===== config.mk =====
export PLATFORM = sky130hd
export DESIGN_NAME = timer_ctrl
export DESIGN_NICKNAME = d
export VERILOG_FILES = /design/src/rtl/timer_ctrl_pkg.sv /design/src/rtl/timer_channel.sv /design/src/rtl/timer_ctrl.sv
export SDC_FILE = /design/constraint.sdc
export NUM_CORES = 1
export LEC_CHECK = 0
export BUFFER_PORTS_ARGS = -buffer_cell sky130_fd_sc_hd__buf_4
export CORE_MARGIN = 2
export CORE_UTILIZATION = 33
export DETAILED_ROUTE_END_ITERATION = 7
export GPL_TIMING_DRIVEN = 0
export HOLD_SLACK_MARGIN = 0.03
export PLACE_DENSITY = 0.58
export SYNTH_ARGS = -nofsm -noshare
export SYNTH_HDL_FRONTEND = slang
export SYNTH_SLANG_ARGS = --single-unit

===== constraint.sdc =====
create_clock -name i_clk -period 1.7 [get_ports i_clk]
set_input_delay 0.255 -clock i_clk [delete_from_list [all_inputs] [get_ports i_clk]]
set_output_delay 0.255 -clock i_clk [all_outputs]
set_load 0.01 [all_outputs]

===== src/rtl/timer_ctrl_pkg.sv =====
// Shared definitions for the timer controller and its channels.
//   CounterMode   : run mode driven to each counter (shared with `counter`).
//   ch_state_e    : per-channel sequencer state.
//   Addr*         : register indices on the CPU bus.
//   Cr*/Icr*      : bit positions inside the CR and ICR registers.
package timer_ctrl_pkg;

  // Encoding matches the CR RUNMODE bit, so the reset value of CR selects CONTINUOUS.
  typedef enum logic {
    CONTINUOUS  = 1'b0,
    SINGLE_SHOT = 1'b1
  } CounterMode;

  typedef enum logic [1:0] {
    chStop = 2'd0,
    chLoad = 2'd1,
    chRun  = 2'd2
  } ch_state_e;

  localparam int unsigned AddrTaLo = 0;
  localparam int unsigned AddrTaHi = 1;
  localparam int unsigned AddrTbLo = 2;
  localparam int unsigned AddrTbHi = 3;
  localparam int unsigned AddrIcr  = 4;
  localparam int unsigned AddrCra  = 5;
  localparam int unsigned AddrCrb  = 6;
  localparam int unsigned AddrRsvd = 7;

  localparam int unsigned CrStartBit     = 0;
  localparam int unsigned CrRunModeBit   = 3;
  localparam int unsigned CrForceLoadBit = 4;

  localparam int unsigned IcrSetClrBit = 7;
  localparam int unsigned IcrIrBit     = 7;

  // CR readback image: only START and RUNMODE are visible, FORCELOAD is a strobe.
  function automatic logic [7:0] cr_pack(input logic start, input logic runmode);
    logic [7:0] cr;
    cr               = '0;
    cr[CrStartBit]   = start;
    cr[CrRunModeBit] = runmode;
    return cr;
  endfunction

endpackage


===== src/rtl/timer_channel.sv =====
// One timer channel: 16-bit start latch, control register and STOP/LOAD/RUN sequencer.
// Ports:
//   clk_i, rst_ni       : clock, synchronous active-low reset
//   lo_we_i, hi_we_i    : latch byte write strobes (data on wdata_i)
//   cr_we_i             : control register write strobe
//   wdata_i             : bus write data
//   irq_i               : alarm pulse from the counter
//   value_o             : start value to the counter (live latch contents)
//   cr_o                : control register readback
//   mode_o              : counter run mode
//   cs_o                : counter select, 0 = load/hold, 1 = count (registered)
//   flag_set_o          : request to set this channel's ICR flag
module timer_channel
  import timer_ctrl_pkg::*;
(
  input  logic        clk_i,
  input  logic        rst_ni,
  input  logic        lo_we_i,
  input  logic        hi_we_i,
  input  logic        cr_we_i,
  input  logic [7:0]  wdata_i,
  input  logic        irq_i,
  output logic [15:0] value_o,
  output logic [7:0]  cr_o,
  output CounterMode  mode_o,
  output logic        cs_o,
  output logic        flag_set_o
);

  logic [15:0] latch_q, latch_d;
  logic        start_q, start_d;
  logic        runmode_q, runmode_d;
  logic        force_q, force_d;
  logic        cs_q, cs_d;
  ch_state_e   state_q, state_d;
  logic        single_alarm;

  always_comb begin
    latch_d      = latch_q;
    start_d      = start_q;
    runmode_d    = runmode_q;
    force_d      = 1'b0;
    state_d      = state_q;
    single_alarm = (state_q == chRun) && irq_i && runmode_q;

    if (lo_we_i) latch_d[7:0]  = wdata_i;
    if (hi_we_i) latch_d[15:8] = wdata_i;

    // A single-shot alarm clears START, but a simultaneous CR write overrides it.
    if (single_alarm) start_d = 1'b0;
    if (cr_we_i) begin
      start_d   = wdata_i[CrStartBit];
      runmode_d = wdata_i[CrRunModeBit];
      force_d   = wdata_i[CrForceLoadBit];
    end

    // The sequencer acts on registered CR state, one edge after the write.
    unique case (state_q)
      chStop: if (start_q) state_d = chLoad;
      chLoad: state_d = chRun;
      chRun: begin
        if (single_alarm) begin
          state_d = (cr_we_i && wdata_i[CrStartBit]) ? chLoad : chStop;
        end else if (!start_q) begin
          state_d = chStop;
        end else if (force_q) begin
          state_d = chLoad;
        end
      end
      default: state_d = chStop;
    endcase

    cs_d = (state_d == chRun);
  end

  always_ff @(posedge clk_i) begin
    if (!rst_ni) begin
      latch_q   <= '0;
      start_q   <= 1'b0;
      runmode_q <= 1'b0;
      force_q   <= 1'b0;
      state_q   <= chStop;
      cs_q      <= 1'b0;
    end else begin
      latch_q   <= latch_d;
      start_q   <= start_d;
      runmode_q <= runmode_d;
      force_q   <= force_d;
      state_q   <= state_d;
      cs_q      <= cs_d;
    end
  end

  assign value_o    = latch_q;
  assign cr_o       = cr_pack(start_q, runmode_q);
  assign mode_o     = runmode_q ? SINGLE_SHOT : CONTINUOUS;
  assign cs_o       = cs_q;
  assign flag_set_o = irq_i;

endmodule


===== src/rtl/timer_ctrl.sv =====
// Register-mapped controller for two counters (Timer A, Timer B) with a CIA-style ICR.
// Timer B is present only when GM64_TIMER_B_EN is defined; otherwise its registers read 0,
// writes are ignored, its outputs are tied off and its interrupt is ignored.
// Ports:
//   i_clk, i_reset              : clock, synchronous active-low reset
//   i_cs, i_we, i_addr, i_data  : CPU bus (i_cs active-low, i_we 1 = write)
//   o_data                      : registered read data
//   o_irq                       : registered CPU interrupt, active-high
//   o_ta_cs/mode/value, i_ta_irq: Timer A counter interface
//   o_tb_cs/mode/value, i_tb_irq: Timer B counter interface
module timer_ctrl
  import timer_ctrl_pkg::*;
#(
  parameter int unsigned ADDR_W = 3
) (
  input  logic              i_clk,
  input  logic              i_reset,
  input  logic              i_cs,
  input  logic              i_we,
  input  logic [ADDR_W-1:0] i_addr,
  input  logic [7:0]        i_data,
  output logic [7:0]        o_data,
  output logic              o_irq,
  output logic              o_ta_cs,
  output CounterMode        o_ta_mode,
  output logic [15:0]       o_ta_value,
  input  logic              i_ta_irq,
  output logic              o_tb_cs,
  output CounterMode        o_tb_mode,
  output logic [15:0]       o_tb_value,
  input  logic              i_tb_irq
);

`ifdef GM64_TIMER_B_EN
  localparam logic [1:0] ChanMask = 2'b11;
`else
  localparam logic [1:0] ChanMask = 2'b01;
`endif

  logic        wr, rd;
  logic        icr_we, icr_rd;
  logic [7:0]  ta_cr, tb_cr;
  logic [15:0] tb_value;
  logic        ta_set, tb_set;

  logic [1:0]  mask_q, mask_d;
  logic [1:0]  flags_q, flags_d;
  logic        irq_q, irq_d;
  logic [7:0]  rdata_q, rdata_d;
  logic [7:0]  icr_image;

  assign wr     = !i_cs && i_we;
  assign rd     = !i_cs && !i_we;
  assign icr_we = wr && (i_addr == ADDR_W'(AddrIcr));
  assign icr_rd = rd && (i_addr == ADDR_W'(AddrIcr));

  timer_channel u_chan_a (
    .clk_i      (i_clk),
    .rst_ni     (i_reset),
    .lo_we_i    (wr && (i_addr == ADDR_W'(AddrTaLo))),
    .hi_we_i    (wr && (i_addr == ADDR_W'(AddrTaHi))),
    .cr_we_i    (wr && (i_addr == ADDR_W'(AddrCra))),
    .wdata_i    (i_data),
    .irq_i      (i_ta_irq),
    .value_o    (o_ta_value),
    .cr_o       (ta_cr),
    .mode_o     (o_ta_mode),
    .cs_o       (o_ta_cs),
    .flag_set_o (ta_set)
  );

`ifdef GM64_TIMER_B_EN
  timer_channel u_chan_b (
    .clk_i      (i_clk),
    .rst_ni     (i_reset),
    .lo_we_i    (wr && (i_addr == ADDR_W'(AddrTbLo))),
    .hi_we_i    (wr && (i_addr == ADDR_W'(AddrTbHi))),
    .cr_we_i    (wr && (i_addr == ADDR_W'(AddrCrb))),
    .wdata_i    (i_data),
    .irq_i      (i_tb_irq),
    .value_o    (tb_value),
    .cr_o       (tb_cr),
    .mode_o     (o_tb_mode),
    .cs_o       (o_tb_cs),
    .flag_set_o (tb_set)
  );
`else
  logic unused_tb_irq;
  assign unused_tb_irq = i_tb_irq;
  assign tb_value      = '0;
  assign tb_cr         = '0;
  assign tb_set        = 1'b0;
  assign o_tb_cs       = 1'b0;
  assign o_tb_mode     = CONTINUOUS;
`endif

  assign o_tb_value = tb_value;

  always_comb begin
    icr_image           = '0;
    icr_image[IcrIrBit] = irq_q;
    icr_image[1:0]      = flags_q;

    mask_d = mask_q;
    if (icr_we) begin
      if (i_data[IcrSetClrBit]) mask_d = mask_q | i_data[1:0];
      else                      mask_d = mask_q & ~i_data[1:0];
    end
    mask_d = mask_d & ChanMask;

    // Read-clear first, then set: a flag arriving in the read cycle survives.
    flags_d = icr_rd ? 2'b00 : flags_q;
    flags_d = (flags_d | {tb_set, ta_set}) & ChanMask;

    irq_d = |(flags_d & mask_d);

    rdata_d = rdata_q;
    if (rd) begin
      case (i_addr)
        ADDR_W'(AddrTaLo): rdata_d = o_ta_value[7:0];
        ADDR_W'(AddrTaHi): rdata_d = o_ta_value[15:8];
        ADDR_W'(AddrTbLo): rdata_d = tb_value[7:0];
        ADDR_W'(AddrTbHi): rdata_d = tb_value[15:8];
        ADDR_W'(AddrIcr):  rdata_d = icr_image;
        ADDR_W'(AddrCra):  rdata_d = ta_cr;
        ADDR_W'(AddrCrb):  rdata_d = tb_cr;
        default:           rdata_d = '0;
      endcase
    end
  end

  always_ff @(posedge i_clk) begin
    if (!i_reset) begin
      mask_q  <= '0;
      flags_q <= '0;
      irq_q   <= 1'b0;
      rdata_q <= '0;
    end else begin
      mask_q  <= mask_d;
      flags_q <= flags_d;
      irq_q   <= irq_d;
      rdata_q <= rdata_d;
    end
  end

  assign o_data = rdata_q;
  assign o_irq  = irq_q;

endmodule


# After elaboration in Yosys (flattened, before gate mapping)
# Index checks and enable logic that the tools add are counted.
[op_classes]
n_mux = 13
n_mul = 0
n_lt_le_gt_ge = 0
n_eq_ne = 6
reduce_logical = 17
bitwise = 5
n_shift = 0
add_sub_neg = 0
div_mod_pow = 0
[ops]
columns = ["cell", "count"]
rows = [
  ["case mux 8 bit (4 select lines)", 1],
  ["logical AND 1 bit", 10],
  ["two-way mux 2 bit", 4],
  ["two-way mux 1 bit", 7],
  ["== test 3 bit (second input constant)", 2],
  ["case mux 2 bit (3 select lines)", 1],
  ["== test 2 bit (second input constant)", 2],
  ["== test 3 x 1 -> 1 bit (second input constant)", 1],
  ["zero test 3 bit", 1],
  ["AND 1 bit", 2],
  ["== test 2 x 1 -> 1 bit (second input constant)", 1],
  ["zero test 1 bit", 2],
  ["zero test 2 bit", 1],
  ["bitwise OR 1 bit", 2],
  ["AND reduction 2 bit", 1],
  ["nonzero test 2 bit", 1],
  ["OR reduction 2 bit", 1],
  ["NOT 1 bit", 1],
]
[totals]
ram_bits = 0
memories = 0
wordCells = 52
latchBits = 0
regBits = 33
output_inout_bits = 45
input_bits = 17
rom_bits = 0

# Depth between registers and ports, before layout
[depth]
depth_word = 8
mapped_depth = 6
ltp_nobuf = 3

# Modules after synthesis
# Synthesis repeated with hierarchy kept, for this count alone.
[hier_totals]
cells_unflattened = 171
hier_area_um2 = 1716.6
[modules_own_cells]
columns = ["module", "area_per_inst_um2", "n_inst", "seq_area_each_um2", "cells_per_inst"]
rows = [
  ["timer_channel", 919.6, 1, 440.4, 85],
  ["timer_ctrl", 797.0, 1, 220.2, 86],
]

# Worst setup path after synthesis
# OpenSTA, ideal clock, no wires.
[synth_path]
path_type = "input to register"
from = "input i_addr[0]"
to = "register irq_q (netlist: o_irq)"
path_stages = 5
required_ps = 1561
arrival_ps = 1186
path_slack_ps = 375
cell_sequence = "buf_6 -> or3b_1 -> clkbuf_1 -> o21ai_0 -> a221oi_1"
[synth_via]
elab_chain_len = 6
[synth_rtl]
columns = ["item", "line_no", "source"]
rows = [
  ["start, declared", "timer_ctrl.sv:20", "input logic [ADDR_W-1:0] i_addr,"],
  ["== test 3 bit *", "timer_ctrl.sv:54, timer_ctrl.sv:55", ""],
  ["logical AND 1 bit", "timer_ctrl.sv:55", "assign icr_rd = rd && (i_addr == ADDR_W'(AddrIcr));"],
  ["two-way mux 1 bit", "timer_ctrl.sv:112", "flags_d = icr_rd ? 2'b00 : flags_q;"],
  ["bitwise OR 1 bit", "timer_ctrl.sv:113", "flags_d = (flags_d | {tb_set, ta_set}) & ChanMask;"],
  ["AND 1 bit *", "timer_ctrl.sv:115", "irq_d = |(flags_d & mask_d);"],
  ["OR reduction 2 bit *", "timer_ctrl.sv:115", ""],
  ["end signal, assigned", "timer_ctrl.sv:141", "irq_q <= irq_d;"],
  ["end, declared", "timer_ctrl.sv:48", "logic irq_q, irq_d;"],
]
# Every way passes the cells marked *; elsewhere a longest branch is shown, timed or not.
# A chain may end at the register's enable or synchronous reset.

# Worst setup path after layout
[layout_path]
from = "input i_addr[1]"
to = "register u_chan_a.latch_q[7] (netlist: u_chan_a.value_o[7])"
[layout_via]
elab_chain_len = 2
[layout_rtl]
columns = ["item", "line_no", "source"]
rows = [
  ["zero test 3 bit", "timer_ctrl.sv:60", ".lo_we_i (wr && (i_addr == ADDR_W'(AddrTaLo))),"],
  ["logical AND 1 bit", "timer_ctrl.sv:60", ""],
  ["end signal, assigned", "timer_channel.sv:85", "latch_q <= latch_d;"],
  ["end, declared", "timer_channel.sv:30", "logic [15:0] latch_q, latch_d;"],
]
# Every way passes these cells.

==> impl_metrics.ini <==
[routing]
drtAntennaViolNets = 0
num_vias = 1462
routedWlPerCell_um = 14.1
drt_first_pass_iters = 4
drt_iter0_markers = 49
drt-total-wl_um = 4220
vias_per_cell = 4.89
drc = 0

[timing]
period_needed_ns = 1.24
fin_setup_tns_ns = 0
fmax_mhz = 809
setup_viol = 0
relSlewSlack_pct = 62.2
worst_clock_skew_ns = 0.00322
final-hold-violation-count = 0
rsz0062_at_grt = no
tightest_slew_ns = 0.566
post-route-period-util_pct = 72.7
drv_slew = 0

[clock_tree]
cts_buffers = 5
cts_root_buf = clkbuf_8
h-tree-depth = 2
clock_latency_ns = 0.29
holdBufCountCts = 0
cts_setup_buffers = 0
cts_resized = 0
cts_sinks = 33
clockBufferDepth = 2
clk_pin_slew_worst_paths_ns = 0.06
tritoncts = built

[floorplanning]
die_h_um = 73.1
die_w_um = 73.1
ios = 62
fp.dieArea_mm2 = 0.00534
start_util_pct = 33.8
core_mm2 = 0.00466
num_rows = 25

[final_layout]
fin_nets = 261
n_antenna_cell = 0
area_growth_pct = 32.5
layout_commonest_cell = buf_4
final_cell_mix = 58 x buf_4, 33 x dfxtp_1, 21 x nand3_1, 21 x a21oi_1, 20 x o21ai_0
drive_above_1_share_pct = 29.8
fin_util_pct = 44.8

[placement]
port_buffers = 40
dpl.hpwl_um = 3030
gp_congestion = 0.801

[synthesis]
yosys_warnings = 0
syn_inst = 180
syn_area_mm2 = 0.00158
syn_area_per_cell_um2 = 8.75
synth_edf_count = 0
yosysSeqAreaShare_pct = 41.9
synth-main-ff-cell = dfxtp_1
ys_types = 36
async_flop_share_pct = 0
synth_seq_cells = 33

[worst_setup_path]
critPathMaxFanout = 10
required_ns = 1.85
crit_arrival_ns = 1.38
crit_type = primary input to register
ff2ff_setup_slack_ns = 0.52
setup.worst_path.start_class = primary input
cp-end-kind = register

[global_route]
gr-total-overflow = 0
grt_use_total_pct = 16.5
grt_max_degree = 11
grt_pass1_vias = 1348
antenna_found_initial = 0
grt_pass1_wl_um = 6600

[outcome]
status = completed

[hold_path]
hold_class = primary input to register

[power_and_ir_drop]
power.leakage_nw = 0.905
pwr_density_cell_mw_per_mm2 = 747
vdd_drop_max_uv = 243

[run]
cap_viol_max_count = 0
## cell type report
class	count	area [um2]
tap	54	67.6
inverter	2	7.51
multi-input combinational	130	756
clock buffer	8	80.1
fill	480	2570
buffer	32	215
timing repair buffer	40	300
sequential	33	661
## report_power, final
group          switching [W]  leakage (nW)  internal (W)  total (W)
logic               0.000113         0.599     0.0000890   0.000202
registers         0.00000567         0.266      0.000781   0.000787
clock network       0.000280        0.0395      0.000291   0.000571
total               0.000398         0.905       0.00116    0.00156
## cells in the mapped netlist, drive strengths merged, types with 2 or more instances
master   instances  area [um2]
dfxtp           33         661
nor3             2        10.0
or2              2        12.5
clkbuf           8        31.3
nor2b            2        12.5
buf             24         184
mux2i            9        90.1
nand3           21         105
nor2             8        30.0
inv              2        7.51
nand3b           3        22.5
a21oi           21         105
a2bb2oi          5        43.8
o21ai           20         100
a32o             2        20.0
## metal layers
layer	global-route usage [%]	share of wire (%)	wire, um
met1	22.2	47	1980
met2	24.4	45	1890
met3	5.11	6.6	278
met4	6.79	1.6	68
met5	0	0	0
## final timing paths
kind,end,cells past startpoint,startpoint
max reg2reg,u_chan_a.state_q[0],3,u_chan_a.runmode_q
min,u_chan_a.force_q,3,i_data[4]
min reg2reg,u_chan_a.value_o[4],2,u_chan_a.value_o[4]
max,u_chan_a.value_o[7],6,i_addr[1]
## sequential cells by signal, summed over array words and instances (netlist names)
name,flops
o_data,8
mask_q,1
u_chan_a.start_q,1
flags_q,1
u_chan_a.value_o,16
u_chan_a.force_q,1
o_irq,1
u_chan_a.runmode_q,1
u_chan_a.state_q,2
u_chan_a.cs_o,1
## per-stage QoR
step	cells	hold slack (ns)	setup WS (ns)	power [W]	instance area, um2
after floorplan	197	0.373	0.375	0.000932	1640
after global placement	291	0.473	0.193	0.00100	2010
after detailed placement	291	0.474	0.165	0.00100	2010
after CTS	299	0.225	0.475	0.00157	2090
after global routing	299	0.233	0.326	0.00163	2090
final	299	0.230	0.464	0.00156	2090
## cell families after synthesis
family	count (synthesis)	synth area share [%]
flops	33	41.9
other cells	1	0.238
compound gates	54	20.0
mux	9	5.72
buf+inv	34	14.1
simple gates	49	18.0
## worst max-delay path, cell delays in order
cell and delay, ns:
buf_4 0.14, or2_2 0.27, clkbuf_1 0.19, clkbuf_2 0.24
o21ai_0 0.19, a21oi_1 0.09
No activity file was read; power rests on OpenSTA's default activity.
